--- src/rtl/cache_valid_ctrl_pkg.sv ---
// Shared cache geometry and encodings for the valid-table controller.
// The index width and depth are also used by the valid table and the tag RAM.
package cache_valid_ctrl_pkg;

    localparam int CACHE_IDX_W = 8;
    localparam int CACHE_DEPTH = 1 << CACHE_IDX_W;

    localparam int STATE_W = 2;
    localparam logic [STATE_W-1:0] ST_INIT  = 2'd0;
    localparam logic [STATE_W-1:0] ST_IDLE  = 2'd1;
    localparam logic [STATE_W-1:0] ST_FLUSH = 2'd2;

    // Which requester owns the shared table port in an IDLE cycle.
    typedef enum logic [1:0] {
        GNT_NONE,
        GNT_INV,
        GNT_FILL,
        GNT_LKUP
    } grant_e;

endpackage

--- src/rtl/cache_valid_ctrl.sv ---
// Valid-table sequencer/arbiter: sweeps the unreset table to 0 after reset and
// on flush, otherwise grants the single index port to inv > fill > lookup.
module cache_valid_ctrl
    import cache_valid_ctrl_pkg::*;
#(
    parameter int IDX_W = CACHE_IDX_W,
    parameter int DEPTH = 1 << IDX_W
) (
    input  logic             clk,
    input  logic             rst_n,

    input  logic             flush_req_i,
    output logic             flush_ack_o,

    input  logic             inv_vld_i,
    input  logic [IDX_W-1:0] inv_idx_i,
    output logic             inv_rdy_o,

    input  logic             fill_vld_i,
    input  logic [IDX_W-1:0] fill_idx_i,
    output logic             fill_rdy_o,

    input  logic             lkup_vld_i,
    input  logic [IDX_W-1:0] lkup_idx_i,
    output logic             lkup_rdy_o,

    output logic             hit_vld_o,
    output logic             hit_valid_o,

    output logic [IDX_W-1:0] tbl_idx_o,
    output logic             tbl_wr_en_o,
    output logic             tbl_wr_valid_o,
    input  logic             tbl_rd_valid_i,

    output logic             busy_o
);

    logic [STATE_W-1:0] state_q, state_d;
    logic [IDX_W-1:0]   cnt_q, cnt_d;
    logic               hit_vld_q, hit_vld_d;

    logic   idle;
    logic   cnt_last;
    grant_e grant;

    assign idle     = (state_q == ST_IDLE);
    assign cnt_last = (cnt_q == IDX_W'(DEPTH - 1));

    assign busy_o      = (state_q == ST_INIT) || (state_q == ST_FLUSH);
    assign flush_ack_o = (state_q == ST_FLUSH) && cnt_last;

    // A pending flush blocks every other requester for the cycle it is taken.
    assign inv_rdy_o  = idle && !flush_req_i;
    assign fill_rdy_o = idle && !flush_req_i && !inv_vld_i;
    assign lkup_rdy_o = idle && !flush_req_i && !inv_vld_i && !fill_vld_i;

    always_comb begin
        grant = GNT_NONE;
        if (inv_vld_i && inv_rdy_o) begin
            grant = GNT_INV;
        end else if (fill_vld_i && fill_rdy_o) begin
            grant = GNT_FILL;
        end else if (lkup_vld_i && lkup_rdy_o) begin
            grant = GNT_LKUP;
        end
    end

    always_comb begin
        // NOTE: every signal written here gets a default first, so no path infers a latch.
        state_d        = state_q;
        cnt_d          = cnt_q;
        hit_vld_d      = 1'b0;
        tbl_idx_o      = '0;
        tbl_wr_en_o    = 1'b0;
        tbl_wr_valid_o = 1'b0;

        case (state_q)
            ST_INIT, ST_FLUSH: begin
                tbl_wr_en_o = 1'b1;
                tbl_idx_o   = cnt_q;
                if (cnt_last) begin
                    cnt_d   = '0;
                    state_d = ST_IDLE;
                end else begin
                    cnt_d = cnt_q + IDX_W'(1);
                end
            end

            ST_IDLE: begin
                cnt_d = '0;
                if (flush_req_i) begin
                    state_d = ST_FLUSH;
                end
                case (grant)
                    GNT_INV: begin
                        tbl_idx_o   = inv_idx_i;
                        tbl_wr_en_o = 1'b1;
                    end
                    GNT_FILL: begin
                        tbl_idx_o      = fill_idx_i;
                        tbl_wr_en_o    = 1'b1;
                        tbl_wr_valid_o = 1'b1;
                    end
                    GNT_LKUP: begin
                        tbl_idx_o = lkup_idx_i;
                        hit_vld_d = 1'b1;
                    end
                    default: ;
                endcase
            end

            // Unreachable encoding: recover by resweeping from index 0.
            default: begin
                state_d = ST_INIT;
                cnt_d   = '0;
            end
        endcase
    end

    always_ff @(posedge clk or negedge rst_n) begin
        if (!rst_n) begin
            state_q   <= ST_INIT;
            cnt_q     <= '0;
            hit_vld_q <= 1'b0;
        end else begin
            // NOTE: non-blocking updates keep all flops sampling pre-edge values.
            state_q   <= state_d;
            cnt_q     <= cnt_d;
            hit_vld_q <= hit_vld_d;
        end
    end

    // The table read data is already registered; only the strobe needs a flop.
    assign hit_vld_o   = hit_vld_q;
    assign hit_valid_o = tbl_rd_valid_i;

endmodule

--- config.mk ---
export PLATFORM = sky130hd
export DESIGN_NAME = cache_valid_ctrl
export DESIGN_NICKNAME = d
export VERILOG_FILES = /design/src/rtl/cache_valid_ctrl_pkg.sv /design/src/rtl/cache_valid_ctrl.sv
export SDC_FILE = /design/constraint.sdc
export NUM_CORES = 1
export LEC_CHECK = 0
export ABC_AREA = 1
export CORE_ASPECT_RATIO = 0.9
export CORE_MARGIN = 2
export CORE_UTILIZATION = 40
export CTS_CLUSTER_SIZE = 40
export DETAILED_ROUTE_END_ITERATION = 10
export PLACE_DENSITY_LB_ADDON = 0.12
export SLEW_MARGIN = 20
export SYNTH_ARGS = -nofsm -noshare
export SYNTH_HDL_FRONTEND = slang
export SYNTH_SLANG_ARGS = --single-unit
--- constraint.sdc ---
create_clock -name clk -period 2.9 [get_ports clk]
set_input_delay 0.58 -clock clk [delete_from_list [all_inputs] [get_ports clk]]
set_output_delay 0.58 -clock clk [all_outputs]
set_load 0.02 [all_outputs]
# ---- After elaboration in Yosys (flattened, before gate mapping)
# Cells that the tools add are included.
dict set report totals {
  reg_bits 11
  latchBits 0
  ram_bits 0
  rom_bits 0
  in_bits 31
  output_inout_bits 17
  n_memories 0
}
dict set report op_classes {
  add_sub_neg 1
  multipliers 0
  div 0
  n_lt_le_gt_ge 0
  n_eq_ne 8
  shift 0
  n_mux 16
  bitwise 0
  reduce_logical 15
}
# cell n
set op_table {}
lappend op_table {{$pmux W8 S3} 1}
lappend op_table {{$mux W8} 2}
lappend op_table {{$pmux W8 S2} 1}
lappend op_table {{$mux W2} 5}
lappend op_table {{$add A8 B1 Y8 const B} 1}
lappend op_table {{$eq A8 B8 Y1 const B} 1}
lappend op_table {{$logic_and A1 B1 Y1} 7}
lappend op_table {{$eq A2 B2 Y1 const B} 3}
lappend op_table {{$mux W1} 5}
lappend op_table {{$eq A2 B1 Y1 const B} 2}
lappend op_table {{$ne A2 B2 Y1 const B} 2}
lappend op_table {{$pmux W2 S2} 1}
lappend op_table {{$reduce_or A2 Y1} 2}
lappend op_table {{$logic_not A1 Y1} 3}
lappend op_table {{$logic_not A2 Y1} 1}
lappend op_table {{$pmux W1 S2} 1}
lappend op_table {{$reduce_and A2 Y1} 1}
lappend op_table {{$logic_or A1 B1 Y1} 1}

# ---- Depth between registers and ports, before layout
dict set report depth {
  word_depth 12
  depth_mapped 8
  depth_no_buf 8
}

# ---- Worst setup path before layout
# Ideal clock, no wire load.
dict set report synth_path {
  path_kind {reg-to-output}
  start {register cnt_q[0]}
  end {output flush_ack_o}
  arrival_ns 1.441
  required_ns 2.320
  path_slack_ns 0.879
  path_stages_with_launch 8
  path_buffers 0
  cell_sequence {dfrtp_1 ha_1 nand2_1 nor2_1 inv_1 nor2_2 nand3_1 nor3_1}
}
dict set report synth_via {
  elab_chain_cells 2
}
# element line_no
set synth_lines {}
lappend synth_lines {{start, declared} cache_valid_ctrl.sv:39} ;# logic [IDX_W-1:0] cnt_q, cnt_d;
lappend synth_lines {{start signal, assigned} cache_valid_ctrl.sv:128} ;# cnt_q <= cnt_d;
lappend synth_lines {{$eq A8 B8 Y1} cache_valid_ctrl.sv:47} ;# assign cnt_last = (cnt_q == IDX_W'(DEPTH - 1));
lappend synth_lines {{$logic_and A1 B1 Y1} cache_valid_ctrl.sv:50} ;# assign flush_ack_o = (state_q == ST_FLUSH) && cnt_last;
lappend synth_lines {{end, declared} cache_valid_ctrl.sv:13} ;# output logic flush_ack_o,
# Every way passes these cells.

# ---- Final worst setup path
dict set report layout_path {
  start {input flush_req_i}
  end {output tbl_wr_en_o}
}
dict set report layout_via {
  elab_chain_cells 12
  word_cells_on_any_way 15
}
# element line_no
set layout_lines {}
lappend layout_lines {{start, declared} cache_valid_ctrl.sv:12} ;# input logic flush_req_i,
lappend layout_lines {{$logic_not A1 Y1 *} {cache_valid_ctrl.sv:53, cache_valid_ctrl.sv:54, cache_valid_ctrl.sv:55}}
lappend layout_lines {{$logic_and A1 B1 Y1 *} {cache_valid_ctrl.sv:53, cache_valid_ctrl.sv:54, cache_valid_ctrl.sv:55}}
lappend layout_lines {{$logic_and A1 B1 Y1} {cache_valid_ctrl.sv:54, cache_valid_ctrl.sv:55}}
lappend layout_lines {{$logic_and A1 B1 Y1} cache_valid_ctrl.sv:55} ;# assign lkup_rdy_o = idle && !flush_req_i && !inv_vld_i && !fill_vld_i;
lappend layout_lines {{$logic_and A1 B1 Y1} cache_valid_ctrl.sv:63} ;# end else if (lkup_vld_i && lkup_rdy_o) begin
lappend layout_lines {{$mux W2} cache_valid_ctrl.sv:63}
lappend layout_lines {{$mux W2} cache_valid_ctrl.sv:61} ;# end else if (fill_vld_i && fill_rdy_o) begin
lappend layout_lines {{$mux W2 *} cache_valid_ctrl.sv:59} ;# if (inv_vld_i && inv_rdy_o) begin
lappend layout_lines {{$eq A2 B2 Y1 / $eq A2 B1 Y1 (equally long branches)} cache_valid_ctrl.sv:94} ;# case (grant)
lappend layout_lines {{$reduce_or A2 Y1 (no source line) *} n/a}
lappend layout_lines {{$mux W1 *} cache_valid_ctrl.sv:94}
lappend layout_lines {{$pmux W1 S2 *} cache_valid_ctrl.sv:77} ;# case (state_q)
lappend layout_lines {{end, declared} cache_valid_ctrl.sv:31} ;# output logic tbl_wr_en_o,
# Every way passes the cells marked *; elsewhere a longest branch is shown, timed or not.

==> results.sh <==
export IMPL_run_status="completed"
export IMPL_fmax_mhz=364.3
export IMPL_finalSetupViolCount=0
export IMPL_slew_headroom=0.6673
export IMPL_num_vias=1009
export IMPL_io_buffers=45
export IMPL_worstMarginPinSlew_ps=497.5
export IMPL_clk_latency_ps=280
export IMPL_crit_chain="clkdlybuf4s50_1 -> nor3_4 -> nand2_2 -> nand3_1 -> clkdlybuf4s50_1"
export IMPL_fin_skew_ps=4.646
export IMPL_final_cell_count_no_fill=211
export IMPL_rows=16
export IMPL_start_kind="primary input"
export IMPL_worst_path_max_fanout=9
export IMPL_hold_viol=0
export IMPL_antenna_cells=0
export IMPL_maxCapViolCount=0
export IMPL_ys_seq_area_frac=0.3068
export IMPL_fin_crit_sh=0.9465
export IMPL_start_util=0.4188
export IMPL_dieArea_mm2=0.002638
export IMPL_cp_common_cell="clkdlybuf4s50_1"
export IMPL_clockBufferDepth=2
export IMPL_ctsResizeCount=1
export IMPL_rsz0062_at_grt="false"
export IMPL_die_h_um=48.93
export IMPL_drive_gt1_frac=0.07065
export IMPL_cts_tree="built"
export IMPL_syn2layout_area_growth_pct=58.30
export IMPL_place_hpwl_um=1983
export IMPL_syn_avg_cell_area_um2=6.548
export IMPL_ys_types=24
export IMPL_p_leak_nw=0.8377
export IMPL_clkSinkCount=11
export IMPL_syn_area_um2=897.1
export IMPL_ant_nets=0
export IMPL_layout_nets=217
export IMPL_ir_worst_vdd_uv=248.0
export IMPL_io_pins=48
export IMPL_drt_iter0_markers=24
export IMPL_grt_pass1_vias=990
export IMPL_cts_htree_levels=1
export IMPL_mostFrequentLayoutCells="clkdlybuf4s50_1 (36), nor2_1 (35), inv_1 (26)"
export IMPL_yosysWarnings=0
export IMPL_grt_usage=0.2061
export IMPL_place_area_mm2=0.001371
export IMPL_syn_inst=137
export IMPL_cp_top_family="buffers and inverters"
export IMPL_drc=0
export IMPL_hold_buffers=0
export IMPL_cpPeakStageDelay_ps=610
export IMPL_critPathSlowestCell="clkdlybuf4s50_1"
export IMPL_grt_max_degree=14
export IMPL_layout_commonest_cell="clkdlybuf4s50_1"
export IMPL_core_region_area_mm2=0.002142
export IMPL_arrival_ps=2160
export IMPL_dr_pass1_iters=4
export IMPL_post_cts_repair_setup_buffers=0
export IMPL_cts_root_buf="clkbuf_4"
export IMPL_hp_class="reg2reg"
export IMPL_syn_num_nets=169
export IMPL_min_period_ps=2745
export IMPL_dieWidth_um=53.92
export IMPL_overflow=0
export IMPL_end_kind="output pin"
export IMPL_grt_pass1_wl_um=4036
export IMPL_p_per_area_mw_per_mm2=224.7
export IMPL_critPathRequiredTime_ps=2320
export IMPL_viasPerCell=4.782
export IMPL_clk_pin_slew_worst_paths_ps=70
export IMPL_numCtsBuffers=3
export IMPL_routed_wl_um=2544
export IMPL_gp_congestion=0.8483
export IMPL_crit_type="in2out"
export IMPL_stdcell_area_mm2=0.001420
export IMPL_ys_ff_latch=11
export IMPL_routedWlPerCell_um=12.06
export IMPL_finalMaxSlewViolations=0
export IMPL_placed_cells=207
export IMPL_cp_num_buf_inv=2
export IMPL_antenna_found_initial=0
==> stage by stage <==
step           TNS (ps)    util   power, W  hold WS (ps)  setup WS (ps)
4_1_cts               0  0.6525  0.0003191         496.3          30.43
2_1_floorplan         0       -  0.0001674         284.4          878.6
5_1_grt               0  0.6630  0.0003289         530.8          56.86
3_3_place_gp          0  0.6402  0.0002118         481.9          37.68
3_5_place_dp    -0.6433  0.6402  0.0002123         482.7        -0.6433
6_report              0  0.6630  0.0003191         491.8          155.1
==> cell families (layout without fill, tap and decap cells) <==
group                    count (synthesis)  count (layout)  synth area share
AND/OR/NAND/NOR                         88              88            0.5063
buffers and inverters                   32              79            0.1409
flip-flops                              11              11            0.3068
AO/OA/AOI/OAI                            4               4           0.02230
adder cells (fa/ha/maj)                  1               1           0.01394
XOR/XNOR                                 1               1          0.009765
==> synth_stat cells <==
cell	number	area, um2
a21oi_1	1	5.000
and3_1	1	6.260
buf_2	1	5.000
buf_4	1	7.510
clkbuf_2	1	5.000
clkinv_1	1	3.750
dfrtp_1	11	275.3
ha_1	1	12.51
inv_1	27	101.4
inv_2	1	3.750
nand2_1	20	75.07
nand2_2	1	6.260
nand2_4	1	11.26
nand3_1	12	60.06
nand4_1	8	50.05
nand4_4	1	21.27
nor2_1	35	131.4
nor2_2	1	6.260
nor2_8	2	40.04
nor3_1	3	15.01
nor3_4	1	16.27
nor3b_1	2	15.01
o21ai_0	3	15.01
xor2_1	1	8.760
==> per-layer routing <==
layer,track usage,routed length (um),vias up
met5,0,0,-
met4,0.09402,40,0
met3,0.01840,185,5
met2,0.3598,1187,34
met1,0.2461,1130,451
li1,-,-,519
==> power breakdown <==
group / switching [W] / internal [W] / total [W] / leakage, nW
logic: 0.0000196 / 0.0000368 / 0.0000564 / 0.679
clock network: 0.0000560 / 0.0000534 / 0.000109 / 0.0150
registers: 0 / 0.000153 / 0.000153 / 0.144
total: 0.0000756 / 0.000243 / 0.000319 / 0.838
==> flip-flops by register name (all words and copies together), names as in the netlist <==
register,cells
cnt_q,8
state_q,2
hit_vld_o,1
==> final cells by class <==
cell class,instances,area [um2]
timing repair buffer,46,480.5
sequential,11,275.3
multi-input combinational,94,495.5
tap,27,33.78
clock buffer,4,26.28
fill,195,721.9
inverter,29,108.9
==> worst paths after layout <==
path | start | depth (start not counted) | to | slack, ps
hold / removal | cnt_q[0] | 1 | cnt_q[0] | 490
max in group asynchronous | rst_n | 1 | cnt_q[7] | 1930
setup reg to reg | cnt_q[0] | 8 | cnt_q[6] | 1510
setup / recovery | flush_req_i | 5 | tbl_wr_en_o | 160
hold reg to reg | cnt_q[0] | 1 | cnt_q[0] | 490
min in group asynchronous | rst_n | 1 | state_q[0] | 630
No activity file was read; power rests on OpenSTA's default activity.
